## src/rtl/core_data_axi_master_if.sv

```systemverilog
// AXI4 single-beat channel bundle between the core data bridge and the interconnect.
// Only the fields the bridge drives or consumes are carried; the rest are tied off outside.
interface core_data_axi_master_if #(
  parameter int unsigned AddrWidth = 32,
  parameter int unsigned DataWidth = 32,
  parameter int unsigned IdWidth   = 8
);
  logic [IdWidth-1:0]     aw_id;
  logic [AddrWidth-1:0]   aw_addr;
  logic [7:0]             aw_len;
  logic [2:0]             aw_size;
  logic [1:0]             aw_burst;
  logic [2:0]             aw_prot;
  logic                   aw_valid;
  logic                   aw_ready;

  logic [DataWidth-1:0]   w_data;
  logic [DataWidth/8-1:0] w_strb;
  logic                   w_last;
  logic                   w_valid;
  logic                   w_ready;

  logic [1:0]             b_resp;
  logic                   b_valid;
  logic                   b_ready;

  logic [IdWidth-1:0]     ar_id;
  logic [AddrWidth-1:0]   ar_addr;
  logic [7:0]             ar_len;
  logic [2:0]             ar_size;
  logic [1:0]             ar_burst;
  logic [2:0]             ar_prot;
  logic                   ar_valid;
  logic                   ar_ready;

  logic [DataWidth-1:0]   r_data;
  logic [1:0]             r_resp;
  logic                   r_last;
  logic                   r_valid;
  logic                   r_ready;

  modport master (
    output aw_id, aw_addr, aw_len, aw_size, aw_burst, aw_prot, aw_valid,
    input  aw_ready,
    output w_data, w_strb, w_last, w_valid,
    input  w_ready,
    input  b_resp, b_valid,
    output b_ready,
    output ar_id, ar_addr, ar_len, ar_size, ar_burst, ar_prot, ar_valid,
    input  ar_ready,
    input  r_data, r_resp, r_last, r_valid,
    output r_ready
  );

  modport slave (
    input  aw_id, aw_addr, aw_len, aw_size, aw_burst, aw_prot, aw_valid,
    output aw_ready,
    input  w_data, w_strb, w_last, w_valid,
    output w_ready,
    output b_resp, b_valid,
    input  b_ready,
    input  ar_id, ar_addr, ar_len, ar_size, ar_burst, ar_prot, ar_valid,
    output ar_ready,
    output r_data, r_resp, r_last, r_valid,
    input  r_ready
  );
endinterface

```

## src/rtl/core_data_axi_master.sv

```systemverilog
// Bridges core data-port requests (req/gnt/rvalid) onto single-beat AXI4 master transactions,
// one outstanding at a time; B or R comes back to the core as a one-cycle rvalid pulse.
module core_data_axi_master #(
  parameter int unsigned            AxiAddrWidth = 32,
  parameter int unsigned            AxiDataWidth = 32,
  parameter int unsigned            AxiID_WIDTH  = 8,
  parameter logic [AxiID_WIDTH-1:0] AxiID        = '0
) (
  input  logic                    clk_i,
  input  logic                    rst_ni,

  input  logic                    data_req_i,
  input  logic [AxiAddrWidth-1:0] data_addr_i,
  input  logic                    data_we_i,
  input  logic [3:0]              data_be_i,
  input  logic [AxiDataWidth-1:0] data_wdata_i,
  output logic                    data_gnt_o,
  output logic                    data_rvalid_o,
  output logic [AxiDataWidth-1:0] data_rdata_o,
  output logic                    data_err_o,

  core_data_axi_master_if.master  axi
);

  typedef enum logic [2:0] {
    StIdle,
    StWrite,
    StWriteResp,
    StReadAddr,
    StReadData
  } state_e;

  state_e                  state_q, state_d;
  logic [AxiAddrWidth-1:0] addr_q, addr_d;
  logic [3:0]              be_q, be_d;
  logic [AxiDataWidth-1:0] wdata_q, wdata_d;
  logic                    aw_done_q, aw_done_d;
  logic                    w_done_q, w_done_d;
  logic                    aw_valid_q, aw_valid_d;
  logic                    w_valid_q, w_valid_d;
  logic                    b_ready_q, b_ready_d;
  logic                    ar_valid_q, ar_valid_d;
  logic                    r_ready_q, r_ready_d;
  logic                    rvalid_q, rvalid_d;
  logic [AxiDataWidth-1:0] rdata_q, rdata_d;
  logic                    err_q, err_d;

  logic aw_hs, w_hs;
  logic unused_r_last;

  // Gated with reset so the core never sees a grant while the bridge is held in reset.
  assign data_gnt_o    = data_req_i & (state_q == StIdle) & rst_ni;
  assign unused_r_last = axi.r_last;

  // Handshakes only count while the owning state is active.
  assign aw_hs = (state_q == StWrite) & aw_valid_q & axi.aw_ready;
  assign w_hs  = (state_q == StWrite) & w_valid_q  & axi.w_ready;

  always_comb begin
    state_d    = state_q;
    addr_d     = addr_q;
    be_d       = be_q;
    wdata_d    = wdata_q;
    aw_done_d  = aw_done_q;
    w_done_d   = w_done_q;
    aw_valid_d = aw_valid_q;
    w_valid_d  = w_valid_q;
    b_ready_d  = b_ready_q;
    ar_valid_d = ar_valid_q;
    r_ready_d  = r_ready_q;
    rvalid_d   = 1'b0;
    rdata_d    = rdata_q;
    err_d      = err_q;

    unique case (state_q)
      StIdle: begin
        if (data_gnt_o) begin
          addr_d  = data_addr_i;
          be_d    = data_be_i;
          wdata_d = data_wdata_i;
          if (data_we_i) begin
            state_d    = StWrite;
            aw_valid_d = 1'b1;
            w_valid_d  = 1'b1;
            aw_done_d  = 1'b0;
            w_done_d   = 1'b0;
          end else begin
            state_d    = StReadAddr;
            ar_valid_d = 1'b1;
          end
        end
      end
      StWrite: begin
        if (aw_hs) begin
          aw_valid_d = 1'b0;
          aw_done_d  = 1'b1;
        end
        if (w_hs) begin
          w_valid_d = 1'b0;
          w_done_d  = 1'b1;
        end
        if ((aw_done_q | aw_hs) & (w_done_q | w_hs)) begin
          state_d   = StWriteResp;
          b_ready_d = 1'b1;
        end
      end
      StWriteResp: begin
        if (axi.b_valid) begin
          state_d   = StIdle;
          b_ready_d = 1'b0;
          aw_done_d = 1'b0;
          w_done_d  = 1'b0;
          rvalid_d  = 1'b1;
          rdata_d   = '0;
          err_d     = (axi.b_resp != 2'b00);
        end
      end
      StReadAddr: begin
        if (axi.ar_ready) begin
          state_d    = StReadData;
          ar_valid_d = 1'b0;
          r_ready_d  = 1'b1;
        end
      end
      StReadData: begin
        if (axi.r_valid) begin
          state_d   = StIdle;
          r_ready_d = 1'b0;
          rvalid_d  = 1'b1;
          rdata_d   = axi.r_data;
          err_d     = (axi.r_resp != 2'b00);
        end
      end
      default: begin
        state_d    = StIdle;
        aw_valid_d = 1'b0;
        w_valid_d  = 1'b0;
        b_ready_d  = 1'b0;
        ar_valid_d = 1'b0;
        r_ready_d  = 1'b0;
      end
    endcase
  end

  always_ff @(posedge clk_i or negedge rst_ni) begin
    if (!rst_ni) begin
      state_q    <= StIdle;
      addr_q     <= '0;
      be_q       <= '0;
      wdata_q    <= '0;
      aw_done_q  <= 1'b0;
      w_done_q   <= 1'b0;
      aw_valid_q <= 1'b0;
      w_valid_q  <= 1'b0;
      b_ready_q  <= 1'b0;
      ar_valid_q <= 1'b0;
      r_ready_q  <= 1'b0;
      rvalid_q   <= 1'b0;
      rdata_q    <= '0;
      err_q      <= 1'b0;
    end else begin
      state_q    <= state_d;
      addr_q     <= addr_d;
      be_q       <= be_d;
      wdata_q    <= wdata_d;
      aw_done_q  <= aw_done_d;
      w_done_q   <= w_done_d;
      aw_valid_q <= aw_valid_d;
      w_valid_q  <= w_valid_d;
      b_ready_q  <= b_ready_d;
      ar_valid_q <= ar_valid_d;
      r_ready_q  <= r_ready_d;
      rvalid_q   <= rvalid_d;
      rdata_q    <= rdata_d;
      err_q      <= err_d;
    end
  end

  assign data_rvalid_o = rvalid_q;
  assign data_rdata_o  = rdata_q;
  assign data_err_o    = err_q;

  assign axi.aw_id    = AxiID;
  assign axi.aw_addr  = addr_q;
  assign axi.aw_len   = 8'd0;
  assign axi.aw_size  = 3'd2;
  assign axi.aw_burst = 2'b01;
  assign axi.aw_prot  = 3'b000;
  assign axi.aw_valid = aw_valid_q;

  assign axi.w_data   = wdata_q;
  assign axi.w_strb   = be_q;
  assign axi.w_last   = 1'b1;
  assign axi.w_valid  = w_valid_q;

  assign axi.b_ready  = b_ready_q;

  assign axi.ar_id    = AxiID;
  assign axi.ar_addr  = addr_q;
  assign axi.ar_len   = 8'd0;
  assign axi.ar_size  = 3'd2;
  assign axi.ar_burst = 2'b01;
  assign axi.ar_prot  = 3'b000;
  assign axi.ar_valid = ar_valid_q;

  assign axi.r_ready  = r_ready_q;

endmodule

```

## src/flat_wrapper.sv

```systemverilog
// flat-port wrapper written by rule: the top's interface ports become plain ports
module core_data_axi_master_flat 
#(
  parameter int unsigned            AxiAddrWidth = 32,
  parameter int unsigned            AxiDataWidth = 32,
  parameter int unsigned            AxiID_WIDTH  = 8,
  parameter logic [AxiID_WIDTH-1:0] AxiID        = '0
)
  (clk_i, rst_ni, data_req_i, data_addr_i, data_we_i, data_be_i, data_wdata_i, data_gnt_o, data_rvalid_o, data_rdata_o, data_err_o, axi_aw_id, axi_aw_addr, axi_aw_len, axi_aw_size, axi_aw_burst, axi_aw_prot, axi_aw_valid, axi_aw_ready, axi_w_data, axi_w_strb, axi_w_last, axi_w_valid, axi_w_ready, axi_b_resp, axi_b_valid, axi_b_ready, axi_ar_id, axi_ar_addr, axi_ar_len, axi_ar_size, axi_ar_burst, axi_ar_prot, axi_ar_valid, axi_ar_ready, axi_r_data, axi_r_resp, axi_r_last, axi_r_valid, axi_r_ready);
  core_data_axi_master_if axi_i ();
  input  logic clk_i;
  input  logic rst_ni;
  input  logic data_req_i;
  input  logic [AxiAddrWidth-1:0] data_addr_i;
  input  logic data_we_i;
  input  logic [3:0] data_be_i;
  input  logic [AxiDataWidth-1:0] data_wdata_i;
  output logic data_gnt_o;
  output logic data_rvalid_o;
  output logic [AxiDataWidth-1:0] data_rdata_o;
  output logic data_err_o;
  output wire logic [$bits(axi_i.aw_id)-1:0] axi_aw_id;
  output wire logic [$bits(axi_i.aw_addr)-1:0] axi_aw_addr;
  output wire logic [$bits(axi_i.aw_len)-1:0] axi_aw_len;
  output wire logic [$bits(axi_i.aw_size)-1:0] axi_aw_size;
  output wire logic [$bits(axi_i.aw_burst)-1:0] axi_aw_burst;
  output wire logic [$bits(axi_i.aw_prot)-1:0] axi_aw_prot;
  output wire logic [$bits(axi_i.aw_valid)-1:0] axi_aw_valid;
  input wire logic [$bits(axi_i.aw_ready)-1:0] axi_aw_ready;
  output wire logic [$bits(axi_i.w_data)-1:0] axi_w_data;
  output wire logic [$bits(axi_i.w_strb)-1:0] axi_w_strb;
  output wire logic [$bits(axi_i.w_last)-1:0] axi_w_last;
  output wire logic [$bits(axi_i.w_valid)-1:0] axi_w_valid;
  input wire logic [$bits(axi_i.w_ready)-1:0] axi_w_ready;
  input wire logic [$bits(axi_i.b_resp)-1:0] axi_b_resp;
  input wire logic [$bits(axi_i.b_valid)-1:0] axi_b_valid;
  output wire logic [$bits(axi_i.b_ready)-1:0] axi_b_ready;
  output wire logic [$bits(axi_i.ar_id)-1:0] axi_ar_id;
  output wire logic [$bits(axi_i.ar_addr)-1:0] axi_ar_addr;
  output wire logic [$bits(axi_i.ar_len)-1:0] axi_ar_len;
  output wire logic [$bits(axi_i.ar_size)-1:0] axi_ar_size;
  output wire logic [$bits(axi_i.ar_burst)-1:0] axi_ar_burst;
  output wire logic [$bits(axi_i.ar_prot)-1:0] axi_ar_prot;
  output wire logic [$bits(axi_i.ar_valid)-1:0] axi_ar_valid;
  input wire logic [$bits(axi_i.ar_ready)-1:0] axi_ar_ready;
  input wire logic [$bits(axi_i.r_data)-1:0] axi_r_data;
  input wire logic [$bits(axi_i.r_resp)-1:0] axi_r_resp;
  input wire logic [$bits(axi_i.r_last)-1:0] axi_r_last;
  input wire logic [$bits(axi_i.r_valid)-1:0] axi_r_valid;
  output wire logic [$bits(axi_i.r_ready)-1:0] axi_r_ready;
  assign axi_aw_id = axi_i.aw_id;
  assign axi_aw_addr = axi_i.aw_addr;
  assign axi_aw_len = axi_i.aw_len;
  assign axi_aw_size = axi_i.aw_size;
  assign axi_aw_burst = axi_i.aw_burst;
  assign axi_aw_prot = axi_i.aw_prot;
  assign axi_aw_valid = axi_i.aw_valid;
  assign axi_i.aw_ready = axi_aw_ready;
  assign axi_w_data = axi_i.w_data;
  assign axi_w_strb = axi_i.w_strb;
  assign axi_w_last = axi_i.w_last;
  assign axi_w_valid = axi_i.w_valid;
  assign axi_i.w_ready = axi_w_ready;
  assign axi_i.b_resp = axi_b_resp;
  assign axi_i.b_valid = axi_b_valid;
  assign axi_b_ready = axi_i.b_ready;
  assign axi_ar_id = axi_i.ar_id;
  assign axi_ar_addr = axi_i.ar_addr;
  assign axi_ar_len = axi_i.ar_len;
  assign axi_ar_size = axi_i.ar_size;
  assign axi_ar_burst = axi_i.ar_burst;
  assign axi_ar_prot = axi_i.ar_prot;
  assign axi_ar_valid = axi_i.ar_valid;
  assign axi_i.ar_ready = axi_ar_ready;
  assign axi_i.r_data = axi_r_data;
  assign axi_i.r_resp = axi_r_resp;
  assign axi_i.r_last = axi_r_last;
  assign axi_i.r_valid = axi_r_valid;
  assign axi_r_ready = axi_i.r_ready;
  core_data_axi_master #(.AxiAddrWidth(AxiAddrWidth), .AxiDataWidth(AxiDataWidth), .AxiID_WIDTH(AxiID_WIDTH), .AxiID(AxiID)) u_core (.clk_i(clk_i), .rst_ni(rst_ni), .data_req_i(data_req_i), .data_addr_i(data_addr_i), .data_we_i(data_we_i), .data_be_i(data_be_i), .data_wdata_i(data_wdata_i), .data_gnt_o(data_gnt_o), .data_rvalid_o(data_rvalid_o), .data_rdata_o(data_rdata_o), .data_err_o(data_err_o), .axi(axi_i));
endmodule
```

## config.mk

```make
export PLATFORM = sky130hd
export DESIGN_NAME = core_data_axi_master_flat
export DESIGN_NICKNAME = d
export VERILOG_FILES = /design/src/rtl/core_data_axi_master_if.sv /design/src/rtl/core_data_axi_master.sv /design/src/flat_wrapper.sv
export SDC_FILE = /design/constraint.sdc
export NUM_CORES = 1
export LEC_CHECK = 0
export CAP_MARGIN = 0
export CORE_AREA = 2 2 121 123
export CTS_CLUSTER_SIZE = 10
export DETAILED_ROUTE_END_ITERATION = 10
export DIE_AREA = 0 0 123 125
export GPL_TIMING_DRIVEN = 0
export PLACE_DENSITY = 0.84
export SYNTH_ARGS = -nofsm -noshare
export SYNTH_HDL_FRONTEND = slang
export SYNTH_SLANG_ARGS = --single-unit
```

## constraint.sdc

```tcl
create_clock -name clk_i -period 2.1 [get_ports clk_i]
set_input_delay 0.63 -clock clk_i [delete_from_list [all_inputs] [get_ports clk_i]]
set_output_delay 0.63 -clock clk_i [all_outputs]
set_load 0.05 [all_outputs]
```

==> flow_summary.yaml, run 1 <==
yosys:
  synth_ff_type: "dfrtp_1"
  yosysTopAreaCell: "dfrtp_1"
  yosys_warnings: 0
  synth.top_cell.area_share_pct: 52.4
  syn_area_per_cell_um2: 12.4
  synth.distinct_cells: 33
  netlist_area_um2: 5350
  synthTopCellsByCount: "112 x dfrtp_1, 84 x buf_4, 40 x nand2_1, 37 x mux2_2, 36 x inv_1"
  synth.area.top_cells: "dfrtp_1 52%, buf_4 12%, mux2_4 8.4%"
  seq_area_frac_synth_pct: 52.4
  synth_edf_count: 0
  synth-async-reset-ratio_pct: 100
  syn_inst: 432
  synth_seq_cells: 112
  yosysMostFrequentCell: "dfrtp_1"
cts:
  cts_root_buffer: "clkbuf_16"
  clockBufferDepth: 2
  hold_buffers: 0
  h-tree-depth: 3
  cts_tree: "built"
  worst_skew_pair.late_latency_ps: 350
  cts_made_buffers: 9
  cts_sinks: 112
  clkTransAtPathRegs_ps: 70
critical_path:
  crit_path_start_kind: "flop"
  arrival_ps: 1430
  crit_type: "reg -> out"
  cp-end-kind: "output pin"
  critPathLaunch: "u_core.state_q[1]$_DFFE_PN0P_"
  cp.required_ps: 1470
  rr_startpoint: "u_core.state_q[2]$_DFFE_PN0P_"
  cp_max_fo: 7
cells_and_area:
  syn_to_final_growth_pct: 59.9
  nets: 863
  stdcell_count: 938
  drive_above_1_share_pct: 25.7
  n_antenna_cell: 0
die:
  die_w_um: 123
  io_pins: 303
  initial_core_util_pct: 37.7
  die_area_um2: 15400
  dieHeight_um: 125
  rows: 44
  core-area_um2: 14200
sta:
  max_slew_margin_pct: 63.3
  worstMarginPinSlew_ps: 553
  fin_crit_sh_pct: 98.2
  setup_violations: 0
  timing.final.hold_violations: 0
  fin_crit_ps: 2060
  skew_ps: 5.82
  fmax_ghz: 0.485
  rsz0062_at_grt: "true"
  slew_violations: 0
  hold_slack_ps: 111
global_route:
  grt_overflow_total: 0
  grt_pass1_vias: 4059
  grt_antenna_before_repair: 0
  track_usage_pct: 17.7
  grt_pass1_wl_um: 21200
  grt_max_degree: 60
status:
  status: "finished clean"
flow_run:
  drv_cap: 0
pwr:
  power_leakage_nw: 4.45
  switchingPower_w: 0.00147
  p_seq_share_pct: 43.6
  p_comb_share_pct: 19.6
  p_int_w: 0.00367
  p_per_area_nw_per_um2: 601
  irDropWorstVdd_v: 0.000357
  p_sw_share_pct: 28.6
  p_clk_share_pct: 36.9
routing:
  drt_iter0_drc: 124
  firstDrtPassIters: 5
  wirelength_um: 13800
  wl_per_cell_um: 14.7
  drc: 0
  ant_nets: 0
  viasPerCell: 4.28
  vias: 4019
place:
  dp_hpwl_um: 10300
  dpl.cell_count: 916
  gp_congestion: 0.816
  port_buffers: 252
min_path:
  hold_class: "in -> async"
==> sequential cells by signal, summed over array words and instances (netlist names) <==
register              count
u_core.axi.ar_addr       32
u_core.w_done_q           1
u_core.axi.aw_valid       1
u_core.data_rdata_o      32
u_core.axi.r_ready        1
u_core.axi.w_data        32
u_core.data_err_o         1
u_core.data_rvalid_o      1
u_core.aw_done_q          1
u_core.state_q            3
u_core.axi.w_strb         4
u_core.axi.ar_valid       1
u_core.axi.b_ready        1
u_core.axi.w_valid        1
==> power groups by stage <==
stage / sequential (W) / combinational [W] / clock (W)
final: 0.00224 / 0.00101 / 0.00189
after detailed placement: 0.00228 / 0.00105 / 0
after global routing: 0.00225 / 0.00106 / 0.00205
after CTS: 0.00224 / 0.00100 / 0.00194
after floorplan: 0.00246 / 0.000445 / 0
after global placement: 0.00228 / 0.00103 / 0
==> worst max-delay path: stages, from the launching register on <==
cell and delay [ps]:
dfrtp_1 370, buf_6 130, nor4_4 290, buf_6 150, buf_8 140
==> cells in the final DEF, fill, tap and decap left out, types with 4 or more instances in the layout <==
| cell | n |
|---|---|
| dlygate4sd2_1 | 139 |
| dfrtp_1 | 112 |
| clkdlybuf4s50_1 | 110 |
| buf_4 | 89 |
| conb_1 | 49 |
| nand2_1 | 39 |
| mux2_2 | 37 |
| inv_1 | 36 |
| mux2i_1 | 33 |
| mux2_4 | 30 |
| clkbuf_16 | 10 |
| buf_6 | 8 |
| buf_2 | 5 |
| nor2_1 | 5 |
| nand3b_1 | 4 |
| a21oi_1 | 4 |
| o21ai_0 | 4 |
==> cell type report <==
type / instances / area [µm²]
Buffer: 99 / 753
Clock buffer: 9 / 225
Clock inverter: 7 / 101
Fill cell: 1224 / 5650
Inverter: 36 / 135
Multi-Input combinational cell: 232 / 1840
Sequential cell: 112 / 2800
Tap cell: 184 / 230
Timing Repair Buffer: 259 / 2460
==> cells by family (layout without fill, tap and decap cells) <==
group	after synthesis	in the layout	synth area share (%)
buf+inv	135	410	16.6
flops	112	112	52.4
simple gates	61	61	5.59
compound gates	20	20	2.46
other cells	2	49	0.140
mux	102	102	22.8
==> what timing repair did <==
action / 4_1_cts / 5_1_grt
cloned: 0 / 1
pin swaps: 1 / 1
buffers inserted: 2 / 3
gates resized for setup: 153 / 1
setup endpoints to repair: 208 / 1
==> worst paths after layout <==
| check | end | slack, ps | cells after the start |
|---|---|---|---|
| hold / removal | u_core.data_rdata_o[28]$_DFFE_PN0P_ | 110 | 1 |
| max in group asynchronous | u_core.axi.ar_addr[19]$_DFFE_PN0P_ | 1460 | 2 |
| min in group clk_i | u_core.axi.b_ready$_DFFE_PN0P_ | 480 | 1 |
| setup / recovery | data_gnt_o | 40 | 4 |
| setup reg to reg | u_core.data_rdata_o[17]$_DFFE_PN0P_ | 360 | 5 |
| hold reg to reg | u_core.axi.b_ready$_DFFE_PN0P_ | 480 | 1 |
==> metal layers <==
layer	share of wire [%]	GRT usage, %	wire, µm	vias up
met5	0	0	0	-
met4	2.9	7.22	398	0
met3	6.9	3.70	951	28
met2	51	30.3	7100	157
met1	39	21.5	5360	1913
li1	-	-	-	1921
==> metrics by stage <==
step | total power, W | utilization (%) | TNS, ps | instance area, µm² | setup slack [ps]
after floorplan | 0.00290 | - | 0 | 5530 | 87.6
after global placement | 0.00332 | 58.3 | -869030 | 8280 | -6200
after detailed placement | 0.00333 | 58.5 | -49770 | 8310 | -1600
after CTS | 0.00519 | 59.9 | -135 | 8500 | -135
after global routing | 0.00536 | 60.2 | -22.7 | 8550 | -22.7
final | 0.00514 | 60.2 | 0 | 8550 | 38.6
Note: power is estimated with default switching activity, not from simulation.
==> inputs of run 2 (changes only) <==
CORE_AREA = 2 2 127 117   (was 2 2 121 123)
DIE_AREA = 0 0 129 119   (was 0 0 123 125)
SKIP_CTS_REPAIR_TIMING = 1   (was default)
==> flow_summary.yaml, run 2 (synthesized netlist as in run 1, its figures left out) <==
routing:
  drt_iter0_drc: 146
  viasPerCell: 4.26
  ant_nets: 0
  vias: 4047
  firstDrtPassIters: 4
  wl_per_cell_um: 14.8
  drc: 0
  wirelength_um: 14000
sta:
  max_slew_margin_pct: 61.9
  fmax_ghz: 0.444
  rsz0062_at_grt: "true"
  skew_ps: 5.15
  fin_crit_sh_pct: 107
  fin_crit_ps: 2250
  slew_violations: 0
  worstMarginPinSlew_ps: 566
  timing.final.hold_violations: 0
  setup_violations: 1
  fin_ws_ps: -150
status:
  failed_checks: "negative setup slack"
  status: "finished with violations"
global_route:
  grt_overflow_total: 0
  grt_pass1_wl_um: 20600
  grt_antenna_before_repair: 0
  grt_pass1_vias: 3988
  grt_max_degree: 60
  track_usage_pct: 17.2
cts:
  clockBufferDepth: 2
  cts_made_buffers: 9
  cts_root_buffer: "clkbuf_16"
  cts_sinks: 112
  cts_tree: "built"
  clkTransAtPathRegs_ps: 70
  h-tree-depth: 3
  worst_skew_pair.late_latency_ps: 350
die:
  dieHeight_um: 119
  die_w_um: 129
  initial_core_util_pct: 37.6
  core-area_um2: 14200
  rows: 42
  die_area_um2: 15400
  io_pins: 303
place:
  dp_slack_ps: -1620
  port_buffers: 252
  dpl.cell_count: 930
  dp_hpwl_um: 10300
  gp_congestion: 0.833
cells_and_area:
  n_antenna_cell: 0
  fillers: 1083
  final_cell_mix: "140 x dlymetal6s2s_1, 112 x dfrtp_1, 110 x clkdlybuf4s50_1"
  regArea_um2: 2800
  stdcell_count: 950
  final_common_cell: "dlymetal6s2s_1"
  nets: 861
  multiInputGateArea_um2: 1840
  drive_above_1_share_pct: 25.4
  syn_to_final_growth_pct: 69.3
pwr:
  irDropWorstVdd_v: 0.000605
  power_leakage_nw: 5.82
  p_per_area_nw_per_um2: 551
critical_path:
  r2r_cells: 6
  crit_path_start_kind: "input port"
  cp-end-kind: "output pin"
  arrival_ps: 1620
  crit_type: "in -> out"
  cp.required_ps: 1470
  cp_max_fo: 10
flow_run:
  drv_cap: 0
min_path:
  hold_class: "in -> async"
## run 2: cell types whose count changed in the layout (fill, tap and decap cells not counted), moves of 2 or more
cell,before,now
inv_6,2,0
clkinv_2,1,3
dlymetal6s2s_1,0,140
buf_12,0,2
buf_4,89,87
dlygate4sd2_1,139,0
## run 2: power breakdown
group	internal [W]	switching [W]
Combinational	0.000448	0.000604
Clock	0.000920	0.000782
Sequential	0.00221	0.0000325
## run 2: stage by stage
step / total power [W] / utilization (%) / hold slack [ps] / area (µm²) / setup TNS, ps
after detailed placement: 0.00333 / 58.5 / 491 / 8320 / -49740
after CTS: 0.00505 / 60.5 / 252 / 8610 / -32620
after floorplan: 0.00290 / - / 334 / 5530 / 0
after global routing: 0.00520 / 63.6 / 101 / 9050 / -188
final: 0.00499 / 63.6 / 112 / 9050 / -150
after global placement: 0.00331 / 58.2 / 465 / 8300 / -854820
## run 2: final timing paths
| check | startpoint | end | slack, ps |
|---|---|---|---|
| worst max-delay path | data_req_i | data_gnt_o | -150 |
| worst min-delay path | rst_ni | u_core.axi.w_data[10]$_DFFE_PN0P_ | 110 |
| worst max register to register | u_core.state_q[2]$_DFFE_PN0P_ | u_core.axi.ar_addr[19]$_DFFE_PN0P_ | 390 |
| worst min register to register | u_core.axi.w_data[12]$_DFFE_PN0P_ | u_core.axi.w_data[12]$_DFFE_PN0P_ | 500 |
| max in group asynchronous | rst_ni | u_core.axi.ar_addr[25]$_DFFE_PN0P_ | 1470 |
| min in group clk_i | u_core.axi.w_data[12]$_DFFE_PN0P_ | u_core.axi.w_data[12]$_DFFE_PN0P_ | 500 |
## run 2: layout make-up
type                       instances  area share [%]
clock inverter                     6           0.663
multi-input combinational        232            20.3
buffer                            99            8.42
inverter                          36            1.49
sequential                       112            31.0
timing repair buffer             257            32.9
clock buffer                      10            2.53
tap                              198            2.74
## run 2: worst max-delay path, cell delays in order
cell	delay [ps]
dlymetal6s2s_1	180
nand2_4	90
nor4_4	240
buf_4	190
buf_12	140
buf_12	140
## run 2: metal layers
layer  vias up  share of wire, %  routed length (µm)  GRT usage (%)
met3        20               6.5                 918           4.81
met2       172                52                7240           30.4
met1      1937                40                5630           20.2
li1       1918                 -                   -              -
met4         0               1.8                 246           5.43
met5         -                 0                   0              0
==> inputs of run 3 (changes only) <==
ABC_AREA = 1   (was default)
CORE_AREA = 2 2 126 116   (was 2 2 127 117)
DIE_AREA = 0 0 128 118   (was 0 0 129 119)
GPL_ROUTABILITY_DRIVEN = 0   (was default)
==> flow_summary.yaml, run 3 <==
status:
  status: "finished with violations"
  failed_checks: "negative setup slack"
sta:
  max_slew_margin_pct: 62.3
  skew_ps: 4.78
  fin_crit_ps: 2150
  worstMarginPinSlew_ps: 565
  rsz0062_at_grt: "true"
  setup_tns_ps: -46.0
  fin_ws_ps: -46.0
  timing.final.hold_violations: 0
  slew_violations: 0
  fin_crit_sh_pct: 102
  fmax_ghz: 0.466
  setup_violations: 1
place:
  dpl.cell_count: 1080
  port_buffers: 252
  dp_hpwl_um: 11100
  dpl_cell_area_um2: 8070
die:
  dieHeight_um: 118
  die_area_um2: 15100
  rows: 41
  die_w_um: 128
  core-area_um2: 13700
  initial_core_util_pct: 37.3
  io_pins: 303
cells_and_area:
  multiInputGateArea_um2: 1610
  stdcell_count: 1104
  fin_area_um2: 8820
  postLayoutCoreUtil_pct: 64.1
  final_common_cell: "nand2_1"
  fillers: 1111
  n_antenna_cell: 0
  syn_to_final_growth_pct: 72.1
  drive_above_1_share_pct: 13.9
  nets: 1042
  final_cell_mix: "233 x nand2_1, 140 x dlymetal6s2s_1, 110 x clkdlybuf4s50_1, 110 x dfrtp_1, 90 x buf_4"
  regArea_um2: 2810
routing:
  viasPerCell: 4.32
  vias: 4768
  wl_per_cell_um: 13.5
  ant_nets: 0
  drt_iter0_drc: 247
  wirelength_um: 14900
  drc: 0
  firstDrtPassIters: 4
yosys:
  syn_area_per_cell_um2: 8.43
  synth.area.top_cells: "dfrtp_1 55%, nand2_1 17%, buf_4 12%"
  syn_inst: 608
  synthTopCellsByCount: "235 x nand2_1, 112 x dfrtp_1, 82 x buf_4, 44 x inv_1, 43 x o21ai_0"
  synth_seq_cells: 112
  yosysMostFrequentCell: "nand2_1"
  synth.top_cell.area_share_pct: 54.7
  synth-async-reset-ratio_pct: 100
  seq_area_frac_synth_pct: 54.7
  synth_ff_type: "dfrtp_1"
  yosys_warnings: 0
  synth_edf_count: 0
  netlist_area_um2: 5120
  yosysTopAreaCell: "dfrtp_1"
  synth.distinct_cells: 16
cts:
  cts_sinks: 112
  worst_skew_pair.late_latency_ps: 350
  clkTransAtPathRegs_ps: 70
  cts_tree: "built"
  cts_root_buffer: "clkbuf_16"
  cts_made_buffers: 9
  h-tree-depth: 3
  clockBufferDepth: 2
critical_path:
  rr_startpoint: "u_core.state_q[0]$_DFFE_PN0P_"
  arrival_ps: 1520
  cp.depth: 5
  cpPeakStageDelay_ps: 310
  regToRegSetupSlack_ps: 330
  cp_max_fo: 27
  path_cells: "buf_16, nand2_4, nor3_4, buf_6, buf_8"
  cp_num_buf_inv: 3
  r2r_cells: 8
  worst_path_max_delay_cell: "nor3_4"
  cp.required_ps: 1470
  crit_path_start_kind: "input port"
  critPathLaunch: "rst_ni"
  cp-end-kind: "output pin"
  cp_top_family: "buffers and inverters"
  crit_type: "in -> out"
min_path:
  hold_class: "in -> async"
flow_run:
  drv_cap: 0
pwr:
  p_per_area_nw_per_um2: 1600
  power_leakage_nw: 6.07
  irDropWorstVdd_v: 0.00132
  report.power.total_w: 0.0141
global_route:
  grt_pass1_vias: 4515
  grt_overflow_total: 0
  track_usage_pct: 18.9
  grt_pass1_wl_um: 22900
  grt_antenna_before_repair: 0
  grt_max_degree: 62
==> run 3: worst paths after layout <==
kind / to
worst max-delay path: data_gnt_o
worst min-delay path: u_core.data_rdata_o[14]$_DFFE_PN0P_
worst max register to register: u_core.axi.ar_addr[26]$_DFFE_PN0P_
worst min register to register: u_core.axi.w_data[10]$_DFFE_PN0P_
max in group asynchronous: u_core.axi.ar_addr[3]$_DFFE_PN0P_
min in group clk_i: u_core.axi.w_data[10]$_DFFE_PN0P_
==> run 3: power breakdown <==
part	internal (W)	leakage, nW	total, W	switching (W)
clock	0.000805	0.132	0.00159	0.000789
sequential	0.00302	1.44	0.00361	0.000587
combinational	0.00291	4.49	0.00887	0.00596
==> run 3: kinds of logic (layout without fill, tap and decap cells) <==
kind of cell           after synthesis  in the layout  synth area share, %
AND/OR/NAND/NOR                    293            293                 22.9
other                                2             49                0.147
buffers and inverters              154            431                 17.5
AO/OA/AOI/OAI                       47             47                 4.71
flip-flops                         112            112                 54.7
==> run 3: metal layers <==
layer / part of all wire (%) / vias to the layer above / GRT usage, %
met4: 1.7 / 0 / 5.43
met1: 40 / 2196 / 23.6
met2: 51 / 176 / 31.3
li1: - / 2378 / -
met5: 0 / - / 0
met3: 7.6 / 18 / 6.32
==> run 3: per-stage QoR <==
stage	hold slack, ps	setup slack [ps]
6_report	101	-46.0
5_1_grt	87.9	-170
4_1_cts	235	-1550
3_5_place_dp	458	-1540
3_3_place_gp	455	-6000
2_1_floorplan	334	68.0
==> run 3: cell type report <==
cell class	instances	share of cell area, %
multi-input combinational	389	18.3
sequential	112	31.8
buffer	106	8.23
inverter	48	2.04
tap	172	2.44
timing repair buffer	262	34.1
clock buffer	9	2.55
clock inverter	6	0.497
